[src/rtl/controller_reset_pulse_pio.sv]
// Avalon-MM output port with DATA/SET/CLR access and an optional self-timed pulse overlay.
// The pulse engine is built only when CONTROLLER_PIO_PULSE_EN is defined.
module controller_reset_pulse_pio #(
  parameter int WIDTH        = 3,
  parameter int RESET_VALUE  = 7,
  parameter int PULSE_CYCLES = 16,
  parameter int CNT_W        = $clog2(PULSE_CYCLES + 1)
) (
  input  logic             clk,
  input  logic             reset_n,
  input  logic [1:0]       address,
  input  logic             chipselect,
  input  logic             write_n,
  input  logic [31:0]      writedata,
  output logic [31:0]      readdata,
  output logic [WIDTH-1:0] out_port,
  output logic             pulse_done
);

  localparam logic [1:0] ADDR_DATA  = 2'd0;
  localparam logic [1:0] ADDR_SET   = 2'd1;
  localparam logic [1:0] ADDR_CLR   = 2'd2;
  localparam logic [1:0] ADDR_PULSE = 2'd3;

  logic             wr_en;
  logic [WIDTH-1:0] wd;
  logic [WIDTH-1:0] data_out_q, data_out_d;
  logic             unused_wd;

  assign wr_en     = chipselect & ~write_n;
  assign wd        = writedata[WIDTH-1:0];
  assign unused_wd = ^writedata;

  always_comb begin
    data_out_d = data_out_q;
    if (wr_en) begin
      case (address)
        ADDR_DATA: data_out_d = wd;
        ADDR_SET:  data_out_d = data_out_q | wd;
        ADDR_CLR:  data_out_d = data_out_q & ~wd;
        default:   data_out_d = data_out_q;
      endcase
    end
  end

  always_ff @(posedge clk or negedge reset_n) begin
    if (!reset_n) data_out_q <= WIDTH'(RESET_VALUE);
    else          data_out_q <= data_out_d;
  end

`ifdef CONTROLLER_PIO_PULSE_EN
  logic [WIDTH-1:0] pulse_mask_q, pulse_mask_d;
  logic [CNT_W-1:0] count_q, count_d;
  logic             busy_q, busy_d;
  logic             pulse_done_q, pulse_done_d;

  // A PULSE write overrides both the decrement and the terminal-count release of the same edge.
  always_comb begin
    pulse_mask_d = pulse_mask_q;
    count_d      = count_q;
    busy_d       = busy_q;
    pulse_done_d = 1'b0;
    if (busy_q) begin
      if (count_q == CNT_W'(1)) begin
        count_d      = '0;
        busy_d       = 1'b0;
        pulse_done_d = 1'b1;
      end else begin
        count_d = count_q - CNT_W'(1);
      end
    end
    if (wr_en && address == ADDR_PULSE) begin
      pulse_done_d = 1'b0;
      if (wd != '0) begin
        pulse_mask_d = wd;
        count_d      = CNT_W'(PULSE_CYCLES);
        busy_d       = 1'b1;
      end else begin
        count_d = '0;
        busy_d  = 1'b0;
      end
    end
  end

  always_ff @(posedge clk or negedge reset_n) begin
    if (!reset_n) begin
      pulse_mask_q <= '0;
      count_q      <= '0;
      busy_q       <= 1'b0;
      pulse_done_q <= 1'b0;
    end else begin
      pulse_mask_q <= pulse_mask_d;
      count_q      <= count_d;
      busy_q       <= busy_d;
      pulse_done_q <= pulse_done_d;
    end
  end

  assign out_port   = data_out_q | (busy_q ? pulse_mask_q : '0);
  assign pulse_done = pulse_done_q;

  always_comb begin
    readdata = '0;
    case (address)
      ADDR_DATA:  readdata[WIDTH-1:0] = data_out_q;
      ADDR_SET:   readdata[WIDTH-1:0] = out_port;
      ADDR_CLR:   readdata[WIDTH-1:0] = pulse_mask_q;
      ADDR_PULSE: begin
        readdata[31]        = busy_q;
        readdata[CNT_W-1:0] = count_q;
      end
      default:    readdata = '0;
    endcase
  end
`else
  logic unused_pulse_cfg;
  assign unused_pulse_cfg = ^CNT_W'(PULSE_CYCLES);

  assign out_port   = data_out_q;
  assign pulse_done = 1'b0;

  always_comb begin
    readdata = '0;
    case (address)
      ADDR_DATA: readdata[WIDTH-1:0] = data_out_q;
      ADDR_SET:  readdata[WIDTH-1:0] = out_port;
      default:   readdata = '0;
    endcase
  end
`endif

endmodule

[config.mk]
export PLATFORM = sky130hd
export DESIGN_NAME = controller_reset_pulse_pio
export DESIGN_NICKNAME = d
export VERILOG_FILES = /design/src/rtl/controller_reset_pulse_pio.sv
export SDC_FILE = /design/constraint.sdc
export NUM_CORES = 1
export LEC_CHECK = 0
export ABC_AREA = 1
export BUFFER_PORTS_ARGS = -buffer_cell sky130_fd_sc_hd__buf_2
export CAP_MARGIN = 10
export CORE_MARGIN = 2
export CORE_UTILIZATION = 30
export DETAILED_ROUTE_END_ITERATION = 16
export GPL_TIMING_DRIVEN = 0
export PLACE_DENSITY = 0.8
export SYNTH_ARGS = -nofsm -noshare
export SYNTH_HDL_FRONTEND = slang
export SYNTH_SLANG_ARGS = --single-unit
[constraint.sdc]
create_clock -name clk -period 0.96 [get_ports clk]
set_input_delay 0.048 -clock clk [delete_from_list [all_inputs] [get_ports clk]]
set_output_delay 0.048 -clock clk [all_outputs]
set_load 0.02 [all_outputs]
# ---- Word-level counts from Yosys, hierarchy flattened
# Cells that the tools add are included.
dict set report word_totals {
  regBits 3
  latchBits 0
  ram_bits 0
  mem_bits_ro 0
  input_bits 38
  output_inout_bits 36
  elab_cells 14
  memories 0
}
dict set report op_classes {
  add_sub_neg 0
  mul 0
  div 0
  n_lt_le_gt_ge 0
  eq_ne 2
  shift 0
  n_mux 2
  n_bitwise 5
  n_reduce_logical 4
}
# op n
set ops {}
lappend ops {{$pmux 3 s3} 1}
lappend ops {{$and 3x3->3} 1}
lappend ops {{$mux 3} 1}
lappend ops {{$not 3->3} 1}
lappend ops {{$or 3x3->3} 1}
lappend ops {{$reduce_bool 3->1} 1}
lappend ops {{$eq 2x1->1 const B} 1}
lappend ops {{$eq 2x2->1 const B} 1}
lappend ops {{$logic_not 2->1} 1}
lappend ops {{$reduce_and 2->1} 1}
lappend ops {{$reduce_or 2->1} 1}
lappend ops {{$and 1x1->1} 1}
lappend ops {{$not 1->1} 1}

# ---- Longest topological paths before layout
# Gate-level depths: netlist of run 1.
dict set report logic_depth {
  depth_word 3
  ltp_mapped 7
  ltp_nobuf 7
}

# ---- Worst setup path after synthesis of run 1
# Ideal clock, no wire load.
dict set report synth_path {
  kind {register to output}
  from {register data_out_q[0], in the netlist out_port[0]}
  to {output readdata[0]}
  t_arrival_ns 0.935
  required_time_ns 0.912
  path_slack_ns -0.023
  path_stages_with_launch 3
  path_buffers 0
  path_cell_list {dfstp_2 > inv_1 > nor2_1}
}
dict set report synth_between {
  elab_chain_len 1
}
# item line
set synth_lines {}
lappend synth_lines {{start: declaration} 27} ;# logic [WIDTH-1:0] data_out_q, data_out_d;
lappend synth_lines {{start signal: assignment} 47} ;# if (!reset_n) data_out_q <= WIDTH'(RESET_VALUE);
lappend synth_lines {{start signal: assignment} 48} ;# else data_out_q <= data_out_d;
lappend synth_lines {{$mux 3} 124} ;# case (address)
lappend synth_lines {{end: declaration} 15} ;# output logic [31:0] readdata,
# No other way between the ends.

# ---- Worst setup path in the final report of run 1
# Ends and elaborated chain as after synthesis.

==> results of run 1 <==
-- synthesized netlist by cell type, drive strengths merged --
cell type   n
buf        30
conb        1
dfstp       3
ha          5
inv        11
nand2      19
nand3       3
nor2        6
nor3        1
-- kinds of logic after synthesis --
logic type | count (synthesis) | synth area share
buffers and inverters | 41 | 0.495
AND/OR/NAND/NOR | 29 | 0.235
adder cells (fa/ha/maj) | 5 | 0.116
flip-flops | 3 | 0.147
other | 1 | 0.00697
-- cell type report --
type,count,area [µm²]
buffer,30,225
inverter,11,41.3
tap,25,31.3
timing repair buffer,20,163
multi-input combinational,64,312
sequential,3,78.8
fill,159,831
clock buffer,4,26.3
-- layout by cell type, fill, tap and decap left out --
cell type,n
nand3_1,3
dlygate4sd3_1,1
nor2_4,1
dfstp_2,3
nor2_1,2
buf_6,8
inv_1,7
nor2_2,3
buf_2,8
clkbuf_1,1
clkbuf_4,3
buf_4,33
nor3_2,1
inv_2,4
nand2_1,18
conb_1,30
ha_1,5
nand2_2,1
-- power groups by stage --
stage	registers, mW	clock network, mW	logic (mW)
global placement	0.196	0	0.411
global route	0.196	0.231	0.604
detailed placement	0.195	0	0.424
finish	0.194	0.233	0.562
floorplan	0.220	0	0.314
CTS	0.191	0.227	0.523
-- through the flow --
stage	total power, mW	hold slack, ns	std cells
detailed placement	0.619	0.0225	147
global placement	0.607	0.0113	147
finish	0.989	0.0823	157
floorplan	0.534	-0.0998	108
CTS	0.941	0.0844	156
global route	1.03	0.108	157
-- timing repair --
item                                   4_1_cts  5_1_grt
gates resized for setup                     14        4
pin swaps                                    3        3
setup buffers                                4        1
endpoints found under the hold margin        3        0
setup endpoints to repair                    6        9
hold buffers                                 1        0
-- layer usage --
metal  vias to the layer above  part of all wire  global-route usage
met4                         0             0.031              0.0514
li1                        276                 -                   -
met3                         7             0.090              0.0118
met1                       206              0.36              0.0984
met2                        35              0.51               0.208
met5                         -                 0                   0
-- worst paths after layout --
check / startpoint / to / cells after the start
min: write_n / out_port[2] / 4
min reg2reg: out_port[0] / out_port[0] / 3
min in group asynchronous: reset_n / out_port[0] / 2
max in group asynchronous: reset_n / out_port[2] / 2
max reg2reg: out_port[1] / out_port[1] / 5
max: out_port[0] / readdata[0] / 3
-- critical path: stages, from the launching register on --
cell and delay (ns):
dfstp_2 0.56, inv_2 0.04, nor2_2 0.08, buf_6 0.12
==> flow_metrics.tcl, run 1 <==
set metrics [dict create \
    cts.sinks 3 \
    status "complete, but fails checks" \
    hold_path.class "input pin to register" \
    grt_first_pass_wirelength_mm 1.58 \
    yosys_register_bits 3 \
    drt_iter0_drc 7 \
    fin_tns_setup_ns -0.617 \
    insertedDiodeCount 0 \
    num-nets-final 176 \
    critical_path_class "register to primary output" \
    drive_above_1_share 0.492 \
    end_kind "primary output" \
    p_switching_uw 401 \
    post_dp_cell_area_um2 756 \
    pin_count 74 \
    synthCells 79 \
    maxCapViolations 0 \
    finClkSkew_ns 0 \
    die_h_um 46.4 \
    p_per_area_nw_per_um2 1130 \
    yosysWarnings 0 \
    antenna_left 0 \
    peakVddDrop_v 0.000419 \
    fin_ws_ns -0.131 \
    pre_cts_slack_ns -0.0876 \
    dieArea_um2 2150 \
    worstPathRequired_ns 0.91 \
    finalWeightedCongestion 0.708 \
    rows 15 \
    wl_per_cell_um 7.38 \
    areaGrowthSynthToFinish_pct 63.0 \
    finalCriticalPeriod_ns 1.09 \
    synth_top_area_share 0.419 \
    fin_crit_sh 1.14 \
    clkPwrFrac 0.236 \
    largest_reg_flops 3 \
    fmax_mhz 916 \
    grt_max_degree 5 \
    clk_pin_slew_ns 0.04 \
    syn_area_per_cell_um2 6.81 \
    die_x_um 46.4 \
    antenna_found_initial 0 \
    drcViolationCount 0 \
    via_per_inst 3.34 \
    start_util 0.315 \
    vias 524 \
    cts-root-buf "clkbuf_4" \
    p_leak_nw 0.561 \
    cts_tree "done" \
    cp_max_fo 3 \
    slew_viol_final 0 \
    cts_buffer_depth 2 \
    grt_usage 0.103 \
    syn_area_um2 538 \
    ys_seq_area_frac 0.147 \
    p_comb_frac 0.568 \
    io_buffers 14 \
    synth_largest_area_cell "buf_4" \
    gr-total-overflow 0 \
    critPathLaunchType "register" \
    cts_max_level 1 \
    clk_latency_ns 0.24 \
    utilization 0.514 \
    numCtsBuffers 3 \
    synth_area_leaders "buf_4 42%, dfstp_2 15%, nand2_1 13%" \
    firstDrtPassIters 4 \
    final_cell_area_um2 877 \
    rsz0062_at_grt "true" \
    wl_mm 1.16 \
    violations "negative setup slack" \
    core-area_um2 1710 \
    dp_hpwl_um 927 \
    p_int_uw 588 \
    swShare 0.406 \
    r2r_slack_ns -0.05 \
    synth.distinct_cells 11 \
    grt_pass1_vias 444 \
    finalSetupViolations 9 \
    worstPathArrival_ns 1.04 \
    p_seq_frac 0.196 \
    timing_hold_violations_final 0 \
]
Note: power is estimated with default switching activity, not from simulation.
==> run 2, diff against run 1 <==
Settings changed: CAP_MARGIN 10 to not set, CORE_ASPECT_RATIO set to 0.8.
==> flow_metrics.tcl, run 2 (synthesis gave the netlist of run 1 again) <==
set metrics [dict create \
    hold_path.class "input pin to register" \
    drt_iter0_drc 3 \
    fin_tns_setup_ns -0.401 \
    vias 499 \
    cpMaxStageDelayCell "dfstp_2" \
    grt_pass1_vias 455 \
    critical_path_class "register to primary output" \
    fin_ws_ns -0.107 \
    numCtsBuffers 3 \
    peakVddDrop_v 0.000558 \
    cts-root-buf "clkbuf_4" \
    clk_pin_slew_ns 0.04 \
    antenna_found_initial 0 \
    areaGrowthSynthToFinish_pct 60.2 \
    pin_count 74 \
    final_cell_mix "35 x buf_4, 30 x conb_1, 17 x nand2_1" \
    finalWeightedCongestion 0.710 \
    status "complete, but fails checks" \
    firstDrtPassIters 4 \
    clk_latency_ns 0.23 \
    p_leak_nw 0.554 \
    grt_max_degree 5 \
    finClkSkew_ns 0 \
    die_x_um 51.3 \
    drive_above_1_share 0.504 \
    wl_per_cell_um 6.84 \
    die_h_um 41.9 \
    io_buffers 14 \
    insertedDiodeCount 0 \
    violations "negative setup slack" \
    dieArea_um2 2150 \
    reg2reg_to "out_port[0]" \
    grt_first_pass_wirelength_mm 1.73 \
    end_kind "primary output" \
    critPathLaunchType "register" \
    dp_hpwl_um 862 \
    final_common_cell "buf_4" \
    cts_tree "done" \
    worstPathArrival_ns 1.02 \
    maxCapViolations 0 \
    cts.sinks 3 \
    num-nets-final 175 \
    cts_max_level 1 \
    core-area_um2 1660 \
    hold_start "write_n" \
    crit_chain "inv_2, nor2_2, buf_6" \
    max_stage_delay_ns 0.55 \
    cts_buffer_depth 2 \
    rsz0062_at_grt "true" \
    antenna_left 0 \
    timing_hold_violations_final 0 \
    worst_r2r_path_depth 5 \
    via_per_inst 3.26 \
    hold_end "out_port[0]" \
    worstPathRequired_ns 0.91 \
    rows 13 \
    holdPathStages 4 \
    pre_cts_slack_ns -0.0420 \
    cp_max_fo 3 \
    r2r-start "out_port[0]" \
    finalSetupViolations 9 \
    p_per_area_nw_per_um2 1090 \
    fin_crit_sh 1.11 \
    r2r_slack_ns -0.01 \
    largest_reg_flops 3 \
    finalCriticalPeriod_ns 1.07 \
    start_util 0.324 \
    grt_usage 0.109 \
    fmax_mhz 937 \
    slew_viol_final 0 \
    wl_mm 1.05 \
    gr-total-overflow 0 \
    drcViolationCount 0 \
]
-- run 2: cell types whose count changed in the layout (fill, tap and decap cells not counted), sizes merged --
cell | before | now
buf | 49 | 48
-- run 2: worst max-delay path by stage --
stage	endpoint	startpoint	slack (ns)
2_1_floorplan	readdata[0]	out_port[0]	0.05
3_3_place_gp	out_port[2]	address[0]	0.007
3_5_place_dp	out_port[0]	address[0]	-0.04
4_1_cts	readdata[2]	out_port[2]	-0.11
5_1_grt	readdata[2]	out_port[2]	-0.14
6_report	readdata[0]	out_port[0]	-0.11
-- run 2: critical path: cells and delay by family, from the launching register on --
family | cells | cell delay, ns
flip-flops | 1 | 0.55
buffers and inverters | 2 | 0.16
AND/OR/NAND/NOR | 1 | 0.08
-- run 2: metrics by stage --
stage               instance area (µm²)  std cells  hold WS [ns]   util  power, mW
floorplan                           654        108       -0.0998      -      0.534
global placement                    752        144        0.0145  0.453      0.602
detailed placement                  752        144        0.0164  0.453      0.610
CTS                                 832        152        0.0773  0.502      0.901
global route                        862        153         0.108  0.520       1.01
finish                              862        153        0.0785  0.520      0.938
-- run 2: area by class of cell --
cell class                      count  area (µm²)
Fill cell                         176         797
Sequential cell                     3        78.8
Clock buffer                        4        26.3
Timing Repair Buffer               19         144
Multi-Input combinational cell     64         319
Buffer                             30         225
Inverter                           11        41.3
Tap cell                           22        27.5
-- run 2: power breakdown --
group | internal [mW] | total, mW | switching (mW) | leakage [nW]
combinational | 0.241 | 0.528 | 0.288 | 0.508
clock | 0.156 | 0.218 | 0.0626 | 0.0150
sequential | 0.168 | 0.191 | 0.0231 | 0.0314
-- run 2: repair_timing --
action / in CTS / in global routing
hold buffers: 1 / 0
pin swaps: 3 / 3
setup buffers: 3 / 1
endpoints found under the setup margin: 6 / 9
gates cloned: 0 / 0
gates resized for setup: 10 / 7
hold endpoints to repair: 3 / 0
-- run 2: per-layer routing --
metal	GRT usage	vias to the layer above	wire length (µm)
met4	0.0947	0	19
met5	0	-	0
met3	0.0288	2	129
met2	0.208	33	528
li1	-	273	-
met1	0.0891	191	369
